$ cat src/rtl/lpm_pkg.sv
// Shared definitions for the LPM divider family: FSM encoding,
// representation strings and a constant-width helper.
package lpm_pkg;

   typedef enum logic [1:0] {
      IDLE = 2'd0,
      CALC = 2'd1,
      FIN  = 2'd2,
      DONE = 2'd3
   } lpm_state_e;

   localparam string LPM_SIGNED   = "SIGNED";
   localparam string LPM_UNSIGNED = "UNSIGNED";

   // Ceiling log2, never below 1 so it can size a counter directly.
   function automatic int clog2(input int value);
      int r;
      r = 0;
      while ((1 << r) < value) r++;
      return (r < 1) ? 1 : r;
   endfunction

endpackage

$ cat src/rtl/lpm_shift_add_step.sv
// One shift-add multiplier step: adds mcand<<k into the accumulator
// when the examined multiplier bit is set.
module lpm_shift_add_step #(
   parameter int ACC_W   = 2,
   parameter int MCAND_W = 1,
   parameter int K_W     = 1
) (
   input  logic [ACC_W-1:0]   acc,
   input  logic [MCAND_W-1:0] mcand,
   input  logic               mbit,
   input  logic [K_W-1:0]     k,
   output logic [ACC_W-1:0]   acc_next
);

   logic [ACC_W-1:0] addend;

   always_comb begin
      addend   = ACC_W'(mcand) << k;
      acc_next = mbit ? acc + addend : acc;
   end

endmodule

$ cat src/rtl/lpm_divide_restore.sv
// Rebuilds numer = quotient*denom + remain with a bit-serial shift-add engine.
// Define LPM_DIVIDE_RESTORE_OVF_EN to add the registered ovf output.
module lpm_divide_restore
   import lpm_pkg::*;
#(
   parameter int    lpm_widthn          = 1,
   parameter int    lpm_widthd          = 1,
   parameter string lpm_nrepresentation = "UNSIGNED",
   parameter string lpm_drepresentation = "UNSIGNED"
) (
   input  logic                  clock,
   input  logic                  aclr_n,
   input  logic                  in_valid,
   output logic                  in_ready,
   input  logic [lpm_widthn-1:0] quotient,
   input  logic [lpm_widthd-1:0] denom,
   input  logic [lpm_widthd-1:0] remain,
   output logic                  out_valid,
   input  logic                  out_ready,
   output logic [lpm_widthn-1:0] numer
`ifdef LPM_DIVIDE_RESTORE_OVF_EN
  ,output logic                  ovf
`endif
);

   localparam int N    = lpm_widthn;
   localparam int D    = lpm_widthd;
   localparam int AW   = N + D;
   localparam int FW   = N + D + 1;
   localparam int CW   = clog2(D + 1);
   localparam bit NSGN = (lpm_nrepresentation == LPM_SIGNED);
   localparam bit DSGN = (lpm_drepresentation == LPM_SIGNED);

   if (lpm_widthn < 1 || lpm_widthd < 1) begin : g_bad_width
      $error("lpm_divide_restore: lpm_widthn and lpm_widthd must be > 0");
   end
   if (lpm_nrepresentation != LPM_SIGNED && lpm_nrepresentation != LPM_UNSIGNED) begin : g_bad_nrep
      $error("lpm_divide_restore: illegal lpm_nrepresentation");
   end
   if (lpm_drepresentation != LPM_SIGNED && lpm_drepresentation != LPM_UNSIGNED) begin : g_bad_drep
      $error("lpm_divide_restore: illegal lpm_drepresentation");
   end

   lpm_state_e          state, state_nxt;
   logic                armed;
   logic [CW-1:0]       cnt;
   logic [AW-1:0]       acc, acc_next;
   logic [N-1:0]        mcand, q_mag;
   logic [D-1:0]        mult, d_mag;
   logic                sign, sq, sd, take;
   logic signed [AW-1:0] rem_ext, rem_x;
   logic signed [FW-1:0] prod_s, numer_full;

   // armed keeps in_ready low through reset and the edge that releases it
   assign in_ready  = armed && (state == IDLE);
   assign out_valid = (state == DONE);
   assign take      = in_valid && in_ready;

   // Magnitudes fit the unsigned port width, so the most-negative value cannot wrap.
   always_comb begin
      sq    = NSGN && quotient[N-1];
      sd    = DSGN && denom[D-1];
      q_mag = sq ? -quotient : quotient;
      d_mag = sd ? -denom : denom;
      rem_x = DSGN ? AW'($signed(remain)) : AW'(remain);
   end

   lpm_shift_add_step #(
      .ACC_W   (AW),
      .MCAND_W (N),
      .K_W     (CW)
   ) u_step (
      .acc      (acc),
      .mcand    (mcand),
      .mbit     (mult[0]),
      .k        (cnt),
      .acc_next (acc_next)
   );

   always_ff @(posedge clock) begin
      if (take) begin
         acc     <= '0;
         mcand   <= q_mag;
         mult    <= d_mag;
         sign    <= sq ^ sd;
         rem_ext <= rem_x;
      end else if (state == CALC) begin
         acc  <= acc_next;
         mult <= mult >> 1;
      end
   end

   always_comb begin
      prod_s     = sign ? -$signed({1'b0, acc}) : $signed({1'b0, acc});
      numer_full = prod_s + FW'(rem_ext);
   end

`ifdef LPM_DIVIDE_RESTORE_OVF_EN
   function automatic logic fits_n(input logic signed [FW-1:0] v);
      if (NSGN) return (&v[FW-1:N-1]) || !(|v[FW-1:N-1]);
      else      return !(|v[FW-1:N]);
   endfunction
`else
   logic unused_hi;
   assign unused_hi = ^numer_full[FW-1:N];
`endif

   always_ff @(posedge clock or negedge aclr_n) begin
      if (!aclr_n) begin
         state <= IDLE;
         armed <= 1'b0;
         cnt   <= '0;
         numer <= '0;
`ifdef LPM_DIVIDE_RESTORE_OVF_EN
         ovf   <= 1'b0;
`endif
      end else begin
         state <= state_nxt;
         armed <= 1'b1;
         if (take)
            cnt <= '0;
         else if (state == CALC)
            cnt <= cnt + CW'(1);
         if (state == FIN) begin
            numer <= numer_full[N-1:0];
`ifdef LPM_DIVIDE_RESTORE_OVF_EN
            ovf   <= !fits_n(numer_full);
`endif
         end
      end
   end

   always_comb begin
      state_nxt = state;
      case (state)
         IDLE:    if (take) state_nxt = CALC;
         CALC:    if (cnt == CW'(D - 1)) state_nxt = FIN;
         FIN:     state_nxt = DONE;
         DONE:    if (out_ready) state_nxt = IDLE;
         default: state_nxt = IDLE;
      endcase
   end

endmodule

$ cat config.mk
export PLATFORM = sky130hd
export DESIGN_NAME = lpm_divide_restore
export DESIGN_NICKNAME = d
export VERILOG_FILES = /design/src/rtl/lpm_pkg.sv /design/src/rtl/lpm_shift_add_step.sv /design/src/rtl/lpm_divide_restore.sv
export SDC_FILE = /design/constraint.sdc
export NUM_CORES = 1
export LEC_CHECK = 0
export BUFFER_PORTS_ARGS = -buffer_cell sky130_fd_sc_hd__buf_2
export CAP_MARGIN = 10
export CORE_AREA = 2 2 39 41
export CTS_BUF_LIST = sky130_fd_sc_hd__clkbuf_16
export DETAILED_ROUTE_END_ITERATION = 8
export DIE_AREA = 0 0 41 43
export PLACE_DENSITY = 0.61
export SETUP_SLACK_MARGIN = 0.2
export SKIP_LAST_GASP = 1
export SYNTH_ARGS = -nofsm -noshare
export SYNTH_HDL_FRONTEND = slang
export SYNTH_SLANG_ARGS = --single-unit
$ cat constraint.sdc
create_clock -name clock -period 1.9 [get_ports clock]
set_clock_uncertainty 0.1 [all_clocks]
set_input_delay 0.38 -clock clock [delete_from_list [all_inputs] [get_ports clock]]
set_output_delay 0.38 -clock clock [all_outputs]
set_load 0.1 [all_outputs]
==> flow_summary_export.csv <==
group,metric,value,unit
status,status,"complete, no violations",
sta,report.final.slew_viol_count,0,
setup_path,critPathBufInv,2,
cells_and_area,fin_nets,67,
synthesis,ys_types,20,
floorplan,io_pins,10,
setup_path,worstPathArrival,1.20,ns
place,dp_hpwl,490,um
synthesis,syn_nets,48,
worst_hold_path,hold_class,"in -> reg",
clock_tree,clock_sinks,9,
drt,drc_errors,0,
place,gp_congestion,0.811,
synthesis,syn_area,439,um^2
drt,wl_per_cell,10.6,um
synthesis,synth_top_cell_area_share,0.285,
synthesis,synth_top_family_by_area,"adder cells",
setup_path,r2r_setup_slack,0.22,ns
drt,top_layer_used,"met3",
power_and_ir_drop,ir_drop,1.01,mV
clock_tree,cts_buffer_depth,2,
setup_path,path_delay_family,"flip-flops",
drt,met3WireLength,55,um
drt,via_per_inst,4.36,
floorplan,row_count,14,
synthesis,synth_area_leaders,"dfrtp_1, edfxtp_1, ha_1",
drt,vias,305,
setup_path,path_depth,4,
clock_tree,clk_pin_slew,0.04,ns
synthesis,syn_area_per_cell,12.2,um^2
setup_path,cp-end-kind,"output port",
cells_and_area,finalCoreUtilization,0.478,
global_routing,grt_max_degree,7,
drt,route.met2.wl,360,um
setup_path,critPathSlowestCell,"dfrtp_1",
drt,drt_pass1_iterations,2,
setup_path,crit_fanout,4,
floorplan,initial_core_util,0.317,
drt,final_antenna_net_count,0,
floorplan,core_area,1380,um^2
global_routing,grt_remaining_overflow,0,
drt,drtIter0Drc,1,
cells_and_area,fill_cells,127,
cells_and_area,layout_commonest_cell,"buf_2",
synthesis,synth_mux_area_frac,0.0570,
setup_path,cp.required,1.42,ns
global_routing,grtUsageTotal,0.104,
sta,tns,0,ns
setup_path,cpPeakStageDelay,0.40,ns
setup_path,cp-endpoint,"in_ready",
synthesis,syn_inst,36,
clock_tree,clk_latency,0.23,ns
power_and_ir_drop,power.leakage,0.310,nW
synthesis,ys_ff_latch,9,
place,dpl.cell_count,60,
clock_tree,cts_root_buf,"clkbuf_16",
global_routing,antenna_found_initial,0,
cells_and_area,diodes,0,
sta,finalCriticalPeriod,1.68,ns
cells_and_area,area_growth,50.7,%
sta,rsz0062_at_grt,"yes",
setup_path,r2r-end,"state[1]",
synthesis,synth-simple-area-share,0.134,
clock_tree,cts_buffers,3,
setup_path,crit_chain,"inv_2 > ha_4 > and2_4 > buf_12",
drt,wl_met1,329,um
floorplan,die_w,41,um
synthesis,synth-compound-area-share,0.0370,
setup_path,startpoint,"state[0]",
cells_and_area,final_cell_mix,"buf_2, buf_4, dfrtp_1, nor2_1",
job,max-cap-violations,0,
synthesis,yosysTopAreaCell,"dfrtp_1",
power_and_ir_drop,power_density,2070,nW/um^2
synthesis,synthXorXnorAreaFrac,0.0598,
drt,wirelength,744,um
sta,setup_viol,0,
synthesis,yosysWarnings,0,
clock_tree,cts_tree,"done",
cells_and_area,stdcell_count,70,
sta,hold_violations,0,
floorplan,dieArea,1760,um^2
global_routing,grt_pass1_wl,1140,um
setup_path,r2r-start,"state[0]",
sta,fmax,595,MHz
setup_path,reg2regPathDepth,5,
setup_path,cp-start-kind,"register",
cells_and_area,drive_gt1_frac,0.444,
clock_tree,ctsHtreeMaxLevel,1,
setup_path,worstSetupPathType,"reg -> out",
sta,timing.final.crit_share,0.884,
global_routing,grt_pass1_vias,261,
floorplan,die_h,43,um
synthesis,synthAdderAreaFrac,0.142,
place,port-buffer-count,9,
synthesis,seq_area_frac_synth,0.536,
==> cell usage after synthesis, drive strengths merged <==
library cell and number:
mux2 1, nor2 4, xor2 1, a21oi 1, dfxtp 1, edfxtp 3, nor2b 1, or2 1
clkbuf 1, nand2 1, a221o 1, and3 1, inv 2, ha 5, conb 1, mux2i 1
xnor2 2, nand4b 1, dfrtp 5, and2 2
==> through the flow <==
step	total power, mW	setup WS [ns]	hold WS [ns]	area, um^2
final	1.37	0.221	0.226	662
after global placement	0.883	0.262	0.103	519
after detailed placement	0.887	0.232	0.101	519
after global routing	1.46	0.179	0.226	662
after CTS	1.29	0.172	0.224	622
after floorplan	0.790	0.108	-0.0156	443
==> flip-flops by register name, indices dropped and copies added (netlist names) <==
register	cells
mult	1
armed	1
mcand	1
numer	1
cnt	1
acc	1
state	2
rem_ext	1
==> kinds of logic (layout without fill, tap and decap cells) <==
kind of cell,after synthesis,in the layout
compound gates,2,2
other cells,1,1
mux,2,2
fa+ha+maj,5,5
buf+inv,3,21
xor+xnor,3,3
flops,9,9
simple gates,11,11
==> how the worst min path moves through the flow <==
stage,start,cells after the start,end,slack [ns]
2_1_floorplan,aclr_n,0,armed,-0.02
3_5_place_dp,aclr_n,1,state[1],0.10
6_report,remain,1,rem_ext[0],0.23
5_1_grt,quotient,1,mcand,0.23
3_3_place_gp,aclr_n,1,numer,0.10
4_1_cts,quotient,1,mcand,0.22
==> area by class of cell <==
class	instances	area, um^2	share of cell area
Clock buffer	3	75.1	0.113
Clock inverter	1	3.75	0.00567
Inverter	2	7.51	0.0113
Multi-Input combinational cell	24	210	0.318
Sequential cell	9	235	0.355
Tap cell	16	20.0	0.0302
Timing Repair Buffer	15	110	0.166
==> where the power goes <==
| group | internal (mW) | switching, mW |
|---|---|---|
| clock network | 0.274 | 0.0832 |
| registers | 0.279 | 0.0474 |
| logic | 0.294 | 0.391 |
==> metal layers <==
metal | vias up | GRT usage
li1 | 156 | -
met1 | 141 | 0.145
met2 | 8 | 0.128
met3 | 0 | 0.0628
met4 | 0 | 0.0400
met5 | - | 0
==> what timing repair did <==
| item | in CTS | in global routing |
|---|---|---|
| pin swaps | 0 | 1 |
| gates cloned | 0 | 0 |
| hold buffers | 1 | 0 |
| endpoints found under the setup margin | 2 | 2 |
| resized for setup | 5 | 1 |
| endpoints found under the hold margin | 5 | 0 |
| setup buffers | 1 | 4 |
Note: power is estimated with default switching activity, not from simulation.
